File: config.mk
export PLATFORM = sky130hd
export DESIGN_NAME = gbe_udp_pktgen
export DESIGN_NICKNAME = d
export VERILOG_FILES = /design/src/rtl/gbe_udp_pktgen_pkg.sv /design/src/rtl/gbe_udp_pktgen_gap_timer.sv /design/src/rtl/gbe_udp_pktgen.sv
export SDC_FILE = /design/constraint.sdc
export NUM_CORES = 1
export LEC_CHECK = 0
export CORE_ASPECT_RATIO = 0.9
export CORE_MARGIN = 2
export CORE_UTILIZATION = 53
export CTS_BUF_LIST = sky130_fd_sc_hd__clkbuf_2 sky130_fd_sc_hd__clkbuf_4 sky130_fd_sc_hd__clkbuf_8
export DETAILED_ROUTE_END_ITERATION = 8
export GPL_ROUTABILITY_DRIVEN = 1
export GPL_TIMING_DRIVEN = 0
export PLACE_DENSITY_LB_ADDON = 0.3
export SLEW_MARGIN = 0
export SYNTH_ARGS = -nofsm -noshare
export SYNTH_HDL_FRONTEND = slang
export SYNTH_SLANG_ARGS = --single-unit
File: constraint.sdc
create_clock -name app_clk -period 3.9 [get_ports app_clk]
set_clock_uncertainty 0.05 [all_clocks]
set_input_delay 0.78 -clock app_clk [delete_from_list [all_inputs] [get_ports app_clk]]
set_output_delay 0.78 -clock app_clk [all_outputs]
set_load 0.05 [all_outputs]
File: src/rtl/gbe_udp_pktgen_pkg.sv
// Shared definitions for the UDP packet generator and its RX-side checker:
// state encoding, frame geometry constants and the payload byte function.
package gbe_udp_pktgen_pkg;

  // FSM state encoding
  localparam logic [2:0] ST_IDLE = 3'd0;
  localparam logic [2:0] ST_LOAD = 3'd1;
  localparam logic [2:0] ST_HDR  = 3'd2;
  localparam logic [2:0] ST_PAY  = 3'd3;
  localparam logic [2:0] ST_GAP  = 3'd4;
  localparam logic [2:0] ST_DONE = 3'd5;

  // Frame geometry: 4-byte sequence header, at least one payload byte
  localparam int HDR_BYTES = 4;
  localparam int MIN_LEN   = 5;

  // Destination resolved at frame start and held for the whole frame
  typedef struct packed {
    logic [31:0] ip;
    logic [15:0] port;
  } pktgen_dest_t;

  // Payload byte k of a frame carrying sequence number seq
  function automatic logic [7:0] payload_byte(input logic [7:0] k,
                                              input logic [7:0] seq_lsb);
    return k ^ seq_lsb;
  endfunction

  // Header byte sel (0 = most significant) of the sequence number
  function automatic logic [7:0] hdr_byte(input logic [31:0] seq,
                                          input logic [1:0]  sel);
    logic [7:0] b;
    case (sel)
      2'd0:    b = seq[31:24];
      2'd1:    b = seq[23:16];
      2'd2:    b = seq[15:8];
      2'd3:    b = seq[7:0];
      default: b = seq[7:0];
    endcase
    return b;
  endfunction

endpackage

File: src/rtl/gbe_udp_pktgen_gap_timer.sv
// Loadable down-counter with a zero flag; times the idle gap after each frame.
module pktgen_gap_timer
  import gbe_udp_pktgen_pkg::*;
#(
  parameter int W = 16
) (
  input  logic         clk,
  input  logic         rst,
  input  logic         load,
  input  logic [W-1:0] load_val,
  input  logic         dec,
  output logic         zero
);

  logic [W-1:0] count_r;

  // Load takes priority over decrement; the counter stops at zero
  always_ff @(posedge clk) begin
    if (rst) begin
      count_r <= {W{1'b0}};
    end else if (load) begin
      count_r <= load_val;
    end else if (dec && (count_r != {W{1'b0}})) begin
      count_r <= count_r - {{(W-1){1'b0}}, 1'b1};
    end else begin
      count_r <= count_r;
    end
  end

  assign zero = (count_r == {W{1'b0}});

endmodule

File: src/rtl/gbe_udp_pktgen.sv
// Application-side UDP traffic source for the gbe_udp app_tx interface.
// Emits byte-wide frames (4-byte sequence header + deterministic payload),
// throttles on app_tx_afull, and counts sent frames and overflow pulses.
module gbe_udp_pktgen
  import gbe_udp_pktgen_pkg::*;
#(
  parameter logic [31:0] DEST_IP   = 32'hC0A84001,
  parameter logic [15:0] DEST_PORT = 16'hBEEF,
  parameter int          LEN_W     = 16
) (
  input  logic             app_clk,
  input  logic             app_rst,
  input  logic             cfg_en,
  input  logic [LEN_W-1:0] cfg_len,
  input  logic [LEN_W-1:0] cfg_gap,
  input  logic [31:0]      cfg_num_pkts,
  input  logic [31:0]      cfg_dest_ip,
  input  logic [15:0]      cfg_dest_port,
  output logic [7:0]       app_tx_data,
  output logic             app_tx_dvld,
  output logic             app_tx_eof,
  output logic [31:0]      app_tx_destip,
  output logic [15:0]      app_tx_destport,
  input  logic             app_tx_afull,
  input  logic             app_tx_overflow,
  output logic             stat_busy,
  output logic             stat_done,
  output logic [31:0]      stat_pkt_cnt,
  output logic [15:0]      stat_ovf_cnt
);

  logic [2:0]       state_r;
  logic [2:0]       state_nxt_s;
  logic             busy_r;
  logic             busy_nxt_s;
  logic [LEN_W-1:0] len_r;
  logic [LEN_W-1:0] gap_r;
  logic [LEN_W-1:0] idx_r;
  logic [LEN_W-1:0] len_clamp_s;
  pktgen_dest_t     dest_r;
  pktgen_dest_t     dest_sel_s;
  logic [31:0]      seq_r;
  logic [31:0]      pkt_cnt_r;
  logic             done_r;
  logic [15:0]      ovf_cnt_r;
  logic [7:0]       data_r;
  logic             dvld_r;
  logic             eof_r;
  logic [7:0]       byte_s;
  logic [7:0]       pay_k_s;
  logic             in_frame_s;
  logic             issue_s;
  logic             last_s;
  logic             eof_issue_s;
  logic             gap_zero_s;
  logic             done_hit_s;

  // A byte leaves only from HDR/PAY and only when the downstream buffer has room
  assign in_frame_s  = (state_r == ST_HDR) || (state_r == ST_PAY);
  assign issue_s     = in_frame_s && !app_tx_afull;
  assign last_s      = (idx_r == (len_r - LEN_W'(1)));
  assign eof_issue_s = issue_s && (state_r == ST_PAY) && last_s;

  // Payload index counts from the first byte after the header (mod 256)
  assign pay_k_s = idx_r[7:0] - 8'(HDR_BYTES);

  // Frame-start configuration: clamp length, resolve zero destinations
  assign len_clamp_s    = (cfg_len < LEN_W'(MIN_LEN)) ? LEN_W'(MIN_LEN) : cfg_len;
  assign dest_sel_s.ip   = (cfg_dest_ip == 32'd0) ? DEST_IP : cfg_dest_ip;
  assign dest_sel_s.port = (cfg_dest_port == 16'd0) ? DEST_PORT : cfg_dest_port;

  // Packet budget reached (counter already includes the frame just ended)
  assign done_hit_s = (cfg_num_pkts != 32'd0) && (pkt_cnt_r == cfg_num_pkts);

  assign busy_nxt_s = (state_nxt_s == ST_LOAD) || (state_nxt_s == ST_HDR) ||
                      (state_nxt_s == ST_PAY)  || (state_nxt_s == ST_GAP);

  // Next-state decode
  always_comb begin
    state_nxt_s = state_r;
    case (state_r)
      ST_IDLE: begin
        if (cfg_en && !done_r) begin
          state_nxt_s = ST_LOAD;
        end else begin
          state_nxt_s = ST_IDLE;
        end
      end
      ST_LOAD: begin
        state_nxt_s = ST_HDR;
      end
      ST_HDR: begin
        if (issue_s && (idx_r == LEN_W'(HDR_BYTES - 1))) begin
          state_nxt_s = ST_PAY;
        end else begin
          state_nxt_s = ST_HDR;
        end
      end
      ST_PAY: begin
        if (eof_issue_s) begin
          state_nxt_s = ST_GAP;
        end else begin
          state_nxt_s = ST_PAY;
        end
      end
      ST_GAP: begin
        if (!gap_zero_s) begin
          state_nxt_s = ST_GAP;
        end else if (done_hit_s) begin
          state_nxt_s = ST_DONE;
        end else if (cfg_en) begin
          state_nxt_s = ST_LOAD;
        end else begin
          state_nxt_s = ST_IDLE;
        end
      end
      ST_DONE: begin
        if (!cfg_en) begin
          state_nxt_s = ST_IDLE;
        end else begin
          state_nxt_s = ST_DONE;
        end
      end
      default: begin
        state_nxt_s = ST_IDLE;
      end
    endcase
  end

  // Byte to issue at the coming edge: header from seq, otherwise payload
  always_comb begin
    byte_s = 8'h00;
    if (state_r == ST_HDR) begin
      byte_s = hdr_byte(seq_r, idx_r[1:0]);
    end else begin
      byte_s = payload_byte(pay_k_s, seq_r[7:0]);
    end
  end

  // FSM state register and busy flag
  always_ff @(posedge app_clk) begin
    if (app_rst) begin
      state_r <= ST_IDLE;
      busy_r  <= 1'b0;
    end else begin
      state_r <= state_nxt_s;
      busy_r  <= busy_nxt_s;
    end
  end

  // Per-frame parameters captured in LOAD so cfg changes wait for the next frame
  always_ff @(posedge app_clk) begin
    if (app_rst) begin
      len_r  <= {LEN_W{1'b0}};
      gap_r  <= {LEN_W{1'b0}};
      dest_r <= {32'd0, 16'd0};
    end else if (state_r == ST_LOAD) begin
      len_r  <= len_clamp_s;
      gap_r  <= cfg_gap;
      dest_r <= dest_sel_s;
    end else begin
      len_r  <= len_r;
      gap_r  <= gap_r;
      dest_r <= dest_r;
    end
  end

  // Byte index within the frame, header included
  always_ff @(posedge app_clk) begin
    if (app_rst) begin
      idx_r <= {LEN_W{1'b0}};
    end else if (state_r == ST_LOAD) begin
      idx_r <= {LEN_W{1'b0}};
    end else if (issue_s) begin
      idx_r <= idx_r + LEN_W'(1);
    end else begin
      idx_r <= idx_r;
    end
  end

  // Registered app_tx byte stream; data and eof hold on stalled cycles
  always_ff @(posedge app_clk) begin
    if (app_rst) begin
      data_r <= 8'h00;
      dvld_r <= 1'b0;
      eof_r  <= 1'b0;
    end else if (issue_s) begin
      data_r <= byte_s;
      dvld_r <= 1'b1;
      eof_r  <= eof_issue_s;
    end else begin
      data_r <= data_r;
      dvld_r <= 1'b0;
      eof_r  <= eof_r;
    end
  end

  // Sequence number, completed-frame count and done flag
  always_ff @(posedge app_clk) begin
    if (app_rst) begin
      seq_r     <= 32'd0;
      pkt_cnt_r <= 32'd0;
      done_r    <= 1'b0;
    end else if ((state_r == ST_DONE) && !cfg_en) begin
      seq_r     <= 32'd0;
      pkt_cnt_r <= 32'd0;
      done_r    <= 1'b0;
    end else begin
      if (eof_issue_s) begin
        seq_r     <= seq_r + 32'd1;
        pkt_cnt_r <= pkt_cnt_r + 32'd1;
      end else begin
        seq_r     <= seq_r;
        pkt_cnt_r <= pkt_cnt_r;
      end
      if ((state_r == ST_GAP) && (state_nxt_s == ST_DONE)) begin
        done_r <= 1'b1;
      end else begin
        done_r <= done_r;
      end
    end
  end

  // Saturating count of downstream overflow pulses; frames are never aborted
  always_ff @(posedge app_clk) begin
    if (app_rst) begin
      ovf_cnt_r <= 16'd0;
    end else if (app_tx_overflow && (ovf_cnt_r != 16'hFFFF)) begin
      ovf_cnt_r <= ovf_cnt_r + 16'd1;
    end else begin
      ovf_cnt_r <= ovf_cnt_r;
    end
  end

  // Inter-frame gap, armed as the eof byte is issued
  pktgen_gap_timer #(
    .W (LEN_W)
  ) u_gap_timer (
    .clk      (app_clk),
    .rst      (app_rst),
    .load     (eof_issue_s),
    .load_val (gap_r),
    .dec      (state_r == ST_GAP),
    .zero     (gap_zero_s)
  );

  assign app_tx_data     = data_r;
  assign app_tx_dvld     = dvld_r;
  assign app_tx_eof      = eof_r;
  assign app_tx_destip   = dest_r.ip;
  assign app_tx_destport = dest_r.port;
  assign stat_busy       = busy_r;
  assign stat_done       = done_r;
  assign stat_pkt_cnt    = pkt_cnt_r;
  assign stat_ovf_cnt    = ovf_cnt_r;

endmodule

# Word level (Yosys, flattened, before mapping)
# Cells that the tools add are included.
# Widths: inputs -> output; s select.
[word_totals]
out_inout_bits = 108
mem_bits_ro = 0
input_bits = 117
reg_bits = 207
ram_bits = 0
mem_count = 0
latch_bits = 0
[classes]
n_addsub = 7
n_eq_ne = 17
mul = 0
div_mod_pow = 0
n_shift = 0
n_lt_le_gt_ge = 1
muxes = 16
reduce_logical = 27
n_bitwise = 1
[ops]
columns = ["cell", "count"]
rows = [
  ["$add 32x1->32 const B", 2],
  ["$mux 16", 4],
  ["$add 16x1->16 const B", 2],
  ["$eq 32x32->1", 1],
  ["$logic_not 16->1", 2],
  ["$logic_not 32->1", 1],
  ["$mux 32", 1],
  ["$pmux 8 s4", 1],
  ["$reduce_bool 32->1", 1],
  ["$sub 16x1->16 const B", 2],
  ["$pmux 3 s6", 1],
  ["$eq 16x16->1", 1],
  ["$eq 16x2->1 const B", 1],
  ["$lt 16x3->1 const B", 1],
  ["$ne 16x16->1 const B", 1],
  ["$reduce_bool 16->1", 1],
  ["$eq 3x2->1 const B", 4],
  ["$eq 3x3->1 const B", 4],
  ["$mux 3", 4],
  ["$logic_and 1x1->1", 10],
  ["$mux 8", 1],
  ["$sub 8x3->8 const B", 1],
  ["$xor 8x8->8", 1],
  ["$eq 3x1->1 const B", 2],
  ["9 further kinds", 19],
]

# Depth between registers and ports, before layout
# Gate-level depths: netlist of the first run.
[logic_depth]
depth_word = 11
ltp_mapped = 13

# Hierarchy
# Synthesis of the first run repeated with hierarchy kept, for this count alone.
[hier_totals]
cells_unflattened = 1328
hier_area_um2 = 10625.2
[by_module_without_submodules]
columns = ["module", "seq_area_each_um2", "instances", "area_each_um2", "cells_each"]
rows = [
  ["gbe_udp_pktgen", 3823.7, 1, 9680.5, 1214],
  ["pktgen_gap_timer", 320.3, 1, 944.7, 114],
]

# Least setup slack after synthesis of the first run
# OpenSTA, ideal clock, no wires.
[synth_path]
kind = "flip-flop to flip-flop"
startpoint = "reg len_r[0]"
endpoint = "reg pkt_cnt_r[20], in the netlist stat_pkt_cnt[20]"
path_slack_ps = 757
arrival_ps = 2961
path_stages_with_launch = 12
setup_time_ps = 132
t_required_ps = 3718
n_path_buf = 1
path_cell_list = "dfxtp_1 > inv_1 > ha_1 > or4b_4 > nor3_2 > nand4_1 > and3_4 > or4_4 > or2_4 > buf_6 > o41ai_1 > a21oi_1"
[synth_via]
elab_chain_len = 3
[synth_lines]
columns = ["item", "line", "text"]
rows = [
  ["from (decl)", "gbe_udp_pktgen.sv:36", "logic [LEN_W-1:0] len_r;"],
  ["from (signal assigned)", "gbe_udp_pktgen.sv:154", "len_r <= {LEN_W{1'b0}};"],
  ["from (signal assigned)", "gbe_udp_pktgen.sv:158", "len_r <= len_clamp_s;"],
  ["from (signal assigned)", "gbe_udp_pktgen.sv:162", "len_r <= len_r;"],
  ["$sub 16x1->16", "gbe_udp_pktgen.sv:61", "assign last_s = (idx_r == (len_r - LEN_W'(1)));"],
  ["$eq 16x16->1", "gbe_udp_pktgen.sv:61", ""],
  ["$logic_and 1x1->1", "gbe_udp_pktgen.sv:62", "assign eof_issue_s = issue_s && (state_r == ST_PAY) && last_s;"],
  ["to (signal assigned)", "gbe_udp_pktgen.sv:211", "pkt_cnt_r <= pkt_cnt_r + 32'd1;"],
  ["to (signal assigned)", "gbe_udp_pktgen.sv:214", "pkt_cnt_r <= pkt_cnt_r;"],
  ["to (decl)", "gbe_udp_pktgen.sv:43", "logic [31:0] pkt_cnt_r;"],
]
# Every way passes these cells.
# A chain may end at the register's enable or synchronous reset.

# Final worst setup path of the first run
[layout_path]
startpoint = "reg len_r[0]"
endpoint = "reg pkt_cnt_r[2], in the netlist stat_pkt_cnt[2]"
# Same word-level chain as after synthesis.

==> results.md, run 1 <==
* Status: finished, final reports clean
* Worst Setup End Kind: flip-flop
* Worst path required time at 4230 ps
* Hold Path Class: reg2reg
* DP Area at 13000 sq um
* Final hold viol count at 0
* CP Data Arrival Time at 4020 ps
* Yosys warning count at 0
* GR peak layer: met2
* Seq/Total Area, Yosys at 0.397
* Final max-slew violation count at 0
* Most frequent cells in the layout: clkdlybuf4s50_1 (224), dfxtp_1 (207), nand2_1 (190), a21oi_1 (130), nor2_1 (122)
* Routed wire length at 33500 um
* Avg Synthesized Cell Area at 7.94 sq um
* Core Region at 19200 sq um
* Asr flop ratio synth at 0
* RR Endpoint: stat_pkt_cnt[2]
* Cell Pwr Density at 362 nW/um^2
* Met3 Use GR at 0.0826
* Share of cells above drive strength 1 at 0.0636
* DR vias/cell at 5.95
* Die Wd at 152 um
* Clk buf depth at 3
* Number of H-tree branching levels at 2
* Vias in the first global route at 10700
* Sink Count at 207
* Clock Latency Late Sink at 530 ps
* Hold Path Depth at 2
* Ports at 225
* Final setup viols at 0
* Post-DRT Antenna Nets at 0
* WHS Endpoint: app_tx_data[1]
* Total die area at 20800 sq um
* # fillers at 1565
* CTS tree: done
* Crit path kind: reg2reg
* Net count reported at finish at 1708
* Worst hold slack at 402 ps
* First-pass iteration count of the detailed router at 8
* Tightest Pin Transition at 889 ps
* Post-synth net total at 1442
* Max cap viols at 0
* DR DRC count at 0
* RSZ-0062 raised after global routing: false
* Yosys top cell by area: dfxtp_1
* Iteration-0 DRC count of the detailed router at 1049
* Fin util at 0.718
* Synth Cell Area at 10400 sq um
* TritonCTS Buffers at 37
* Leak pwr at 4.72 nW
* Area contributors post-synth: dfxtp_1 (40%), nand2_1 (6.8%), a21oi_1 (6.2%)
* Fin area at 13800 sq um
* Initial Util at 0.543
* Sum of negative setup slack at 0 ps
* Rows at 48
* Crit path launch type: flip-flop
* Port bufs at 224
* Initial antenna violation count at 1
* Met2 GRT Util at 0.531
* VDD IR max at 306 uV
* DP HPWL at 25100 um
* Main synth FF type: dfxtp_1
* Routed WL per cell at 18.1 um
* Most common cell after layout, fill and taps aside: clkdlybuf4s50_1
* Seq cells post-synth at 207
* R2R Path Start: len_r[0]
* Period utilization at 0.946
* Synth cell types at 67
* Mapped Cells at 1313
* CTS Root Cell: clkbuf_8
* Top-area cell type share of the netlist area at 0.397
* Via count at 11000
* CP Max Fanout at 10
* Gr ovfl total at 0
* Slew HR at 0.407
* Layout area overhead at 32.4%
* Met1 Use GR at 0.372
* Clock transition at path regs at 60 ps
* Die Ht at 137 um
* GPL Wtd Cong at 0.976
* Tmin final at 3690 ps
* Post-synth EDFFs at 0
* Hold buffers post-CTS at 0
* Pre-CTS WS at 166 ps
* First-pass GRT wire length at 53000 um
* Fmax at 271 MHz
* FF-to-FF path depth at 12
* Gr usage total at 0.312
* Worst Setup SP: len_r[0]
* Largest net degree at the start of global routing at 11
* R2R Setup Slk at 210 ps
* HP Start: app_tx_data[1]
* Final worst slack at 212 ps
-- critical path: stages (launching register included) --
cell      delay [ps]
dfxtp_1          340
inv_1            110
ha_1             330
or4b_4           520
nor3_2           170
nand4_1          150
and3_4           230
or4_4            600
or2_4            300
buf_6            150
clkbuf_1         270
o21ai_0          240
a21oi_1           80
-- area by class of cell --
cell class | count | area, sq um | area share
buffer | 72 | 293 | 0.0212
sequential | 207 | 4140 | 0.300
timing repair buffer | 227 | 2260 | 0.164
clock inverter | 6 | 57.6 | 0.00417
tap | 250 | 313 | 0.0227
multi-input combinational | 1007 | 5900 | 0.428
inverter | 27 | 101 | 0.00734
antenna | 1 | 2.50 | 0.000181
clock buffer | 58 | 723 | 0.0524
-- stage by stage --
stage / total power [mW] / instances
2_1_floorplan: 2.60 / 1313
3_3_place_gp: 2.87 / 1787
3_5_place_dp: 2.88 / 1787
4_1_cts: 5.00 / 1851
5_1_grt: 5.15 / 1855
6_report: 4.99 / 1855
-- power by group --
part	total [mW]	leakage [nW]	internal [mW]	switching, mW
Combinational	0.660	2.63	0.278	0.382
Sequential	2.19	1.67	2.16	0.0338
Clock	2.14	0.416	1.24	0.898
-- routing by layer --
| metal | wire (um) | share of wire |
|---|---|---|
| met5 | 0 | 0 |
| met3 | 3340 | 0.10 |
| met4 | 1280 | 0.038 |
| met2 | 15800 | 0.47 |
| met1 | 13100 | 0.39 |
-- cell usage after synthesis, types with 8 or more instances --
cell type	number
a211oi_1	11
a21oi_1	130
a222oi_1	9
a31oi_1	9
and2_1	8
and3_1	20
and4_1	10
clkbuf_1	65
dfxtp_1	207
ha_1	12
inv_1	27
mux2i_1	8
nand2_1	190
nand2b_1	13
nand3_1	46
nand4_1	38
nor2_1	123
nor2b_1	8
nor3_1	46
nor4_1	42
o211ai_1	8
o21ai_0	50
o31ai_1	9
or3_1	32
or4_1	10
xnor2_1	69
xor2_1	33
-- how the worst max path moves through the flow --
stage / to / slack, ps / depth (start not counted)
final: stat_pkt_cnt[2] / 210 / 12
after global routing: stat_pkt_cnt[23] / 4 / 11
after CTS: stat_pkt_cnt[11] / 120 / 12
after detailed placement: stat_pkt_cnt[25] / 170 / 9
after global placement: stat_pkt_cnt[23] / 220 / 9
after floorplan: stat_pkt_cnt[20] / 760 / 11
-- registers in the layout, summed over array words and instances (netlist names) --
| register | count |
|---|---|
| app_tx_data | 8 |
| app_tx_destip | 32 |
| app_tx_destport | 16 |
| app_tx_dvld | 1 |
| app_tx_eof | 1 |
| gap_r | 16 |
| idx_r | 16 |
| len_r | 16 |
| seq_r | 32 |
| stat_busy | 1 |
| stat_done | 1 |
| stat_ovf_cnt | 16 |
| stat_pkt_cnt | 32 |
| state_r | 3 |
| u_gap_timer.count_r | 16 |
-- cell families after synthesis --
family          Yosys count  synth area share
simple gates            621             0.305
compound gates          264             0.152
xor+xnor                102            0.0857
fa+ha+maj                12            0.0144
flops                   207             0.397
buf+inv                  99            0.0378
mux                       8           0.00768
-- what timing repair did --
action                                  4_1_cts  5_1_grt
gates resized for setup                       0        3
endpoints found under the setup margin        0       13
setup buffers                                 0        3
Note: power is estimated with default switching activity, not from simulation.
==> run 2, diff against run 1 <==
--- a/config.mk
+++ b/config.mk
@@ -13,7 +13,9 @@
 export GPL_ROUTABILITY_DRIVEN = 1
 export GPL_TIMING_DRIVEN = 0
 export PLACE_DENSITY_LB_ADDON = 0.3
-export SLEW_MARGIN = 0
+export SETUP_SLACK_MARGIN = 0.5
+export SLEW_MARGIN = 20
 export SYNTH_ARGS = -nofsm -noshare
 export SYNTH_HDL_FRONTEND = slang
+export SYNTH_HIERARCHICAL = 1
 export SYNTH_SLANG_ARGS = --single-unit
==> run 2 against run 1 <==
  * Count of clock-buffer cells in the layout is 1 lower
  * Wire length shrank 0.70%
  * Combinational power up 18%
  * First-iteration DRC count fell by 16%
  * Design area increased by 2.9%
  * Critical path type unchanged
  * Critical endpoint is now stat_pkt_cnt[22]
==> results.md, run 2 <==
* Routed WL per cell at 17.7 um (was 18.1 um)
* Layout area overhead at 33.7% (was 32.4%)
* Vias in the first global route at 10400 (was 10700)
* Most frequent cells in the layout: clkdlybuf4s50_1 (223), nand2_1 (210), dfxtp_1 (205), nor2_1 (120), a21oi_1 (80) (was clkdlybuf4s50_1 (224), dfxtp_1 (207), nand2_1 (190), a21oi_1 (130), nor2_1 (122))
* Synth top cells by count: nand2_1 (210), dfxtp_1 (207), nor2_1 (120) (was dfxtp_1 (207), nand2_1 (190), a21oi_1 (130))
* Core Region at 19800 sq um (was 19200 sq um)
* RSZ-0062 raised after global routing: true (was false)
* Final max-slew violation count at 0 (unchanged)
* DP HPWL at 24100 um (was 25100 um)
* Die Ht at 138 um (was 137 um)
* Total die area at 21200 sq um (was 20800 sq um)
* Rows at 49 (was 48)
* Initial Util at 0.537 (was 0.543)
* Pint at 3.64 mW (was 3.68 mW)
* Pre-CTS WS at -529 ps (was 166 ps)
* Via count at 11100 (was 11000)
* Seq cells post-synth at 207 (unchanged)
* CP Max Fanout at 8 (was 10)
* Asr flop ratio synth at 0 (unchanged)
* Iteration-0 DRC count of the detailed router at 878 (was 1049)
* Worst path required time at 4250 ps (was 4230 ps)
* Worst hold slack at 403 ps (was 402 ps)
* Crit path kind: reg2reg (unchanged)
* CTS tree: done (unchanged)
* Crit path launch type: flip-flop (unchanged)
* Comb power frac at 0.155 (was 0.132)
* Number of H-tree branching levels at 2 (unchanged)
* GPL Wtd Cong at 0.945 (was 0.976)
* TritonCTS Buffers at 36 (was 37)
* Initial antenna violation count at 0 (was 1)
* DR vias/cell at 5.88 (was 5.95)
* # fillers at 1536 (was 1565)
* Area contributors post-synth: dfxtp_1 (39%), nand2_1 (7.4%), mux2i_1 (5.5%) (was dfxtp_1 (40%), nand2_1 (6.8%), a21oi_1 (6.2%))
* Part of the power in registers at 0.441 (was 0.439)
* Synth Cell Area at 10600 sq um (was 10400 sq um)
* Most common cell after layout, fill and taps aside: clkdlybuf4s50_1 (unchanged)
* Switching pwr at 1.39 mW (was 1.31 mW)
* Share of cells above drive strength 1 at 0.0812 (was 0.0636)
* Post-synth net total at 1456 (was 1442)
* CTS Root Cell: clkbuf_8 (unchanged)
* Clock Latency Late Sink at 520 ps (was 530 ps)
* Avg Synthesized Cell Area at 8.00 sq um (was 7.94 sq um)
* First-pass iteration count of the detailed router at 6 (was 8)
* VDD IR max at 282 uV (was 306 uV)
* Final worst slack at 476 ps (was 212 ps)
* Mapped Cells at 1328 (was 1313)
* Yosys warning count at 6 (was 0)
* CP Data Arrival Time at 3770 ps (was 4020 ps)
* R2R Setup Slk at 480 ps (was 210 ps)
* Tmin final at 3420 ps (was 3690 ps)
* # diodes at 0 (was 1)
* Tightest Pin Transition at 1060 ps (was 889 ps)
* Worst Setup End Kind: flip-flop (unchanged)
* Post-DRT Antenna Nets at 0 (unchanged)
* Seq/Total Area, Yosys at 0.390 (was 0.397)
* Post-synth EDFFs at 0 (unchanged)
* Clock transition at path regs at 60 ps (about the same)
* Final hold viol count at 0 (unchanged)
* Hold buffers post-CTS at 0 (unchanged)
* Clk buf depth at 3 (unchanged)
* Gr ovfl total at 0 (unchanged)
* Period utilization at 0.878 (was 0.946)
* Status: finished, final reports clean (unchanged)
* Largest net degree at the start of global routing at 12 (was 11)
* Ports at 225 (unchanged)
* Fmax at 292 MHz (was 271 MHz)
* Hold Path Class: reg2reg (unchanged)
* Synth cell types at 67 (unchanged)
* Sink Count at 207 (unchanged)
* First-pass GRT wire length at 52000 um (was 53000 um)
* Net count reported at finish at 1730 (was 1708)
* Main synth FF type: dfxtp_1 (unchanged)
* Routed wire length at 33300 um (was 33500 um)
* Cell Pwr Density at 354 nW/um^2 (was 362 nW/um^2)
* Max cap viols at 0 (unchanged)
* Gr usage total at 0.296 (was 0.312)
* Top-area cell type share of the netlist area at 0.390 (was 0.397)
* Top-count cell post-synth: nand2_1 (was dfxtp_1)
* Yosys top cell by area: dfxtp_1 (unchanged)
* Leak pwr at 5.49 nW (was 4.72 nW)
* DR DRC count at 0 (unchanged)
* Port bufs at 223 (was 224)
* Slew HR at 0.286 (was 0.407)
* Final setup viols at 0 (unchanged)
* Die Wd at 153 um (was 152 um)
* Power share of the clock group at 0.403 (was 0.428)
* Sw Ratio at 0.276 (was 0.263)
[run 2: layout make-up]
type / instances / area [sq um] / area share
buffer: 81 / 367 / 0.0258
clock buffer: 57 / 709 / 0.0500
clock inverter: 4 / 25.0 / 0.00176
inverter: 25 / 100 / 0.00705
multi-input combinational: 1015 / 6180 / 0.435
sequential: 207 / 4150 / 0.292
tap: 255 / 319 / 0.0225
timing repair buffer: 236 / 2350 / 0.165
[run 2: final timing paths]
path | start | endpoint | cells after the start
hold / removal | app_tx_destip[6] | app_tx_destip[6] | 2
setup / recovery | len_r[0] | stat_pkt_cnt[22] | 10
setup reg to reg | len_r[0] | stat_pkt_cnt[22] | 10
hold reg to reg | app_tx_destip[6] | app_tx_destip[6] | 2
[run 2: cell families after synthesis]
logic type / Yosys count / share of synthesized area
simple gates: 676 / 0.318
xor+xnor: 93 / 0.0767
flops: 207 / 0.390
fa+ha+maj: 11 / 0.0130
mux: 58 / 0.0546
buf+inv: 106 / 0.0416
compound gates: 177 / 0.106
[run 2: routing by layer]
layer / vias to the layer above / GRT usage / routed length (um)
met4: 0 / 0.112 / 1050
li1: 5225 / - / -
met3: 83 / 0.0755 / 3140
met1: 5227 / 0.385 / 13900
met2: 525 / 0.476 / 15200
met5: - / 0 / 0
[run 2: worst max-delay path, cell delays in order, from the launching register on]
cell      delay, ps
dfxtp_4         350
inv_4            60
ha_4            150
or4b_4          500
and4bb_1        320
xnor2_2          90
or4_4           510
a2111o_1        420
buf_6           190
or4_1           530
mux2i_1         130
[run 2: metrics by stage]
step                cells  setup TNS, ps  instance area (sq um)  total power [mW]  utilization
floorplan            1328              0                  10600              2.69            -
global placement     1806         -14350                  13200              2.99        0.667
detailed placement   1806         -13240                  13200              3.00        0.667
CTS                  1873              0                  14100              5.03        0.712
global route         1880              0                  14200              5.20        0.717
finish               1880              0                  14200              5.03        0.717
[run 2: power groups by stage]
| stage | clock (mW) | sequential (mW) | combinational [mW] |
|---|---|---|---|
| after floorplan | 0 | 2.40 | 0.294 |
| after global placement | 0 | 2.26 | 0.727 |
| after detailed placement | 0 | 2.26 | 0.738 |
| after CTS | 2.05 | 2.22 | 0.764 |
| after global routing | 2.14 | 2.23 | 0.834 |
| final | 2.03 | 2.22 | 0.781 |
[run 2: timing repair]
item,4_1_cts,5_1_grt
setup buffers,6,7
gates resized for setup,26,18
endpoints found under the setup margin,84,72
pin swaps,5,6
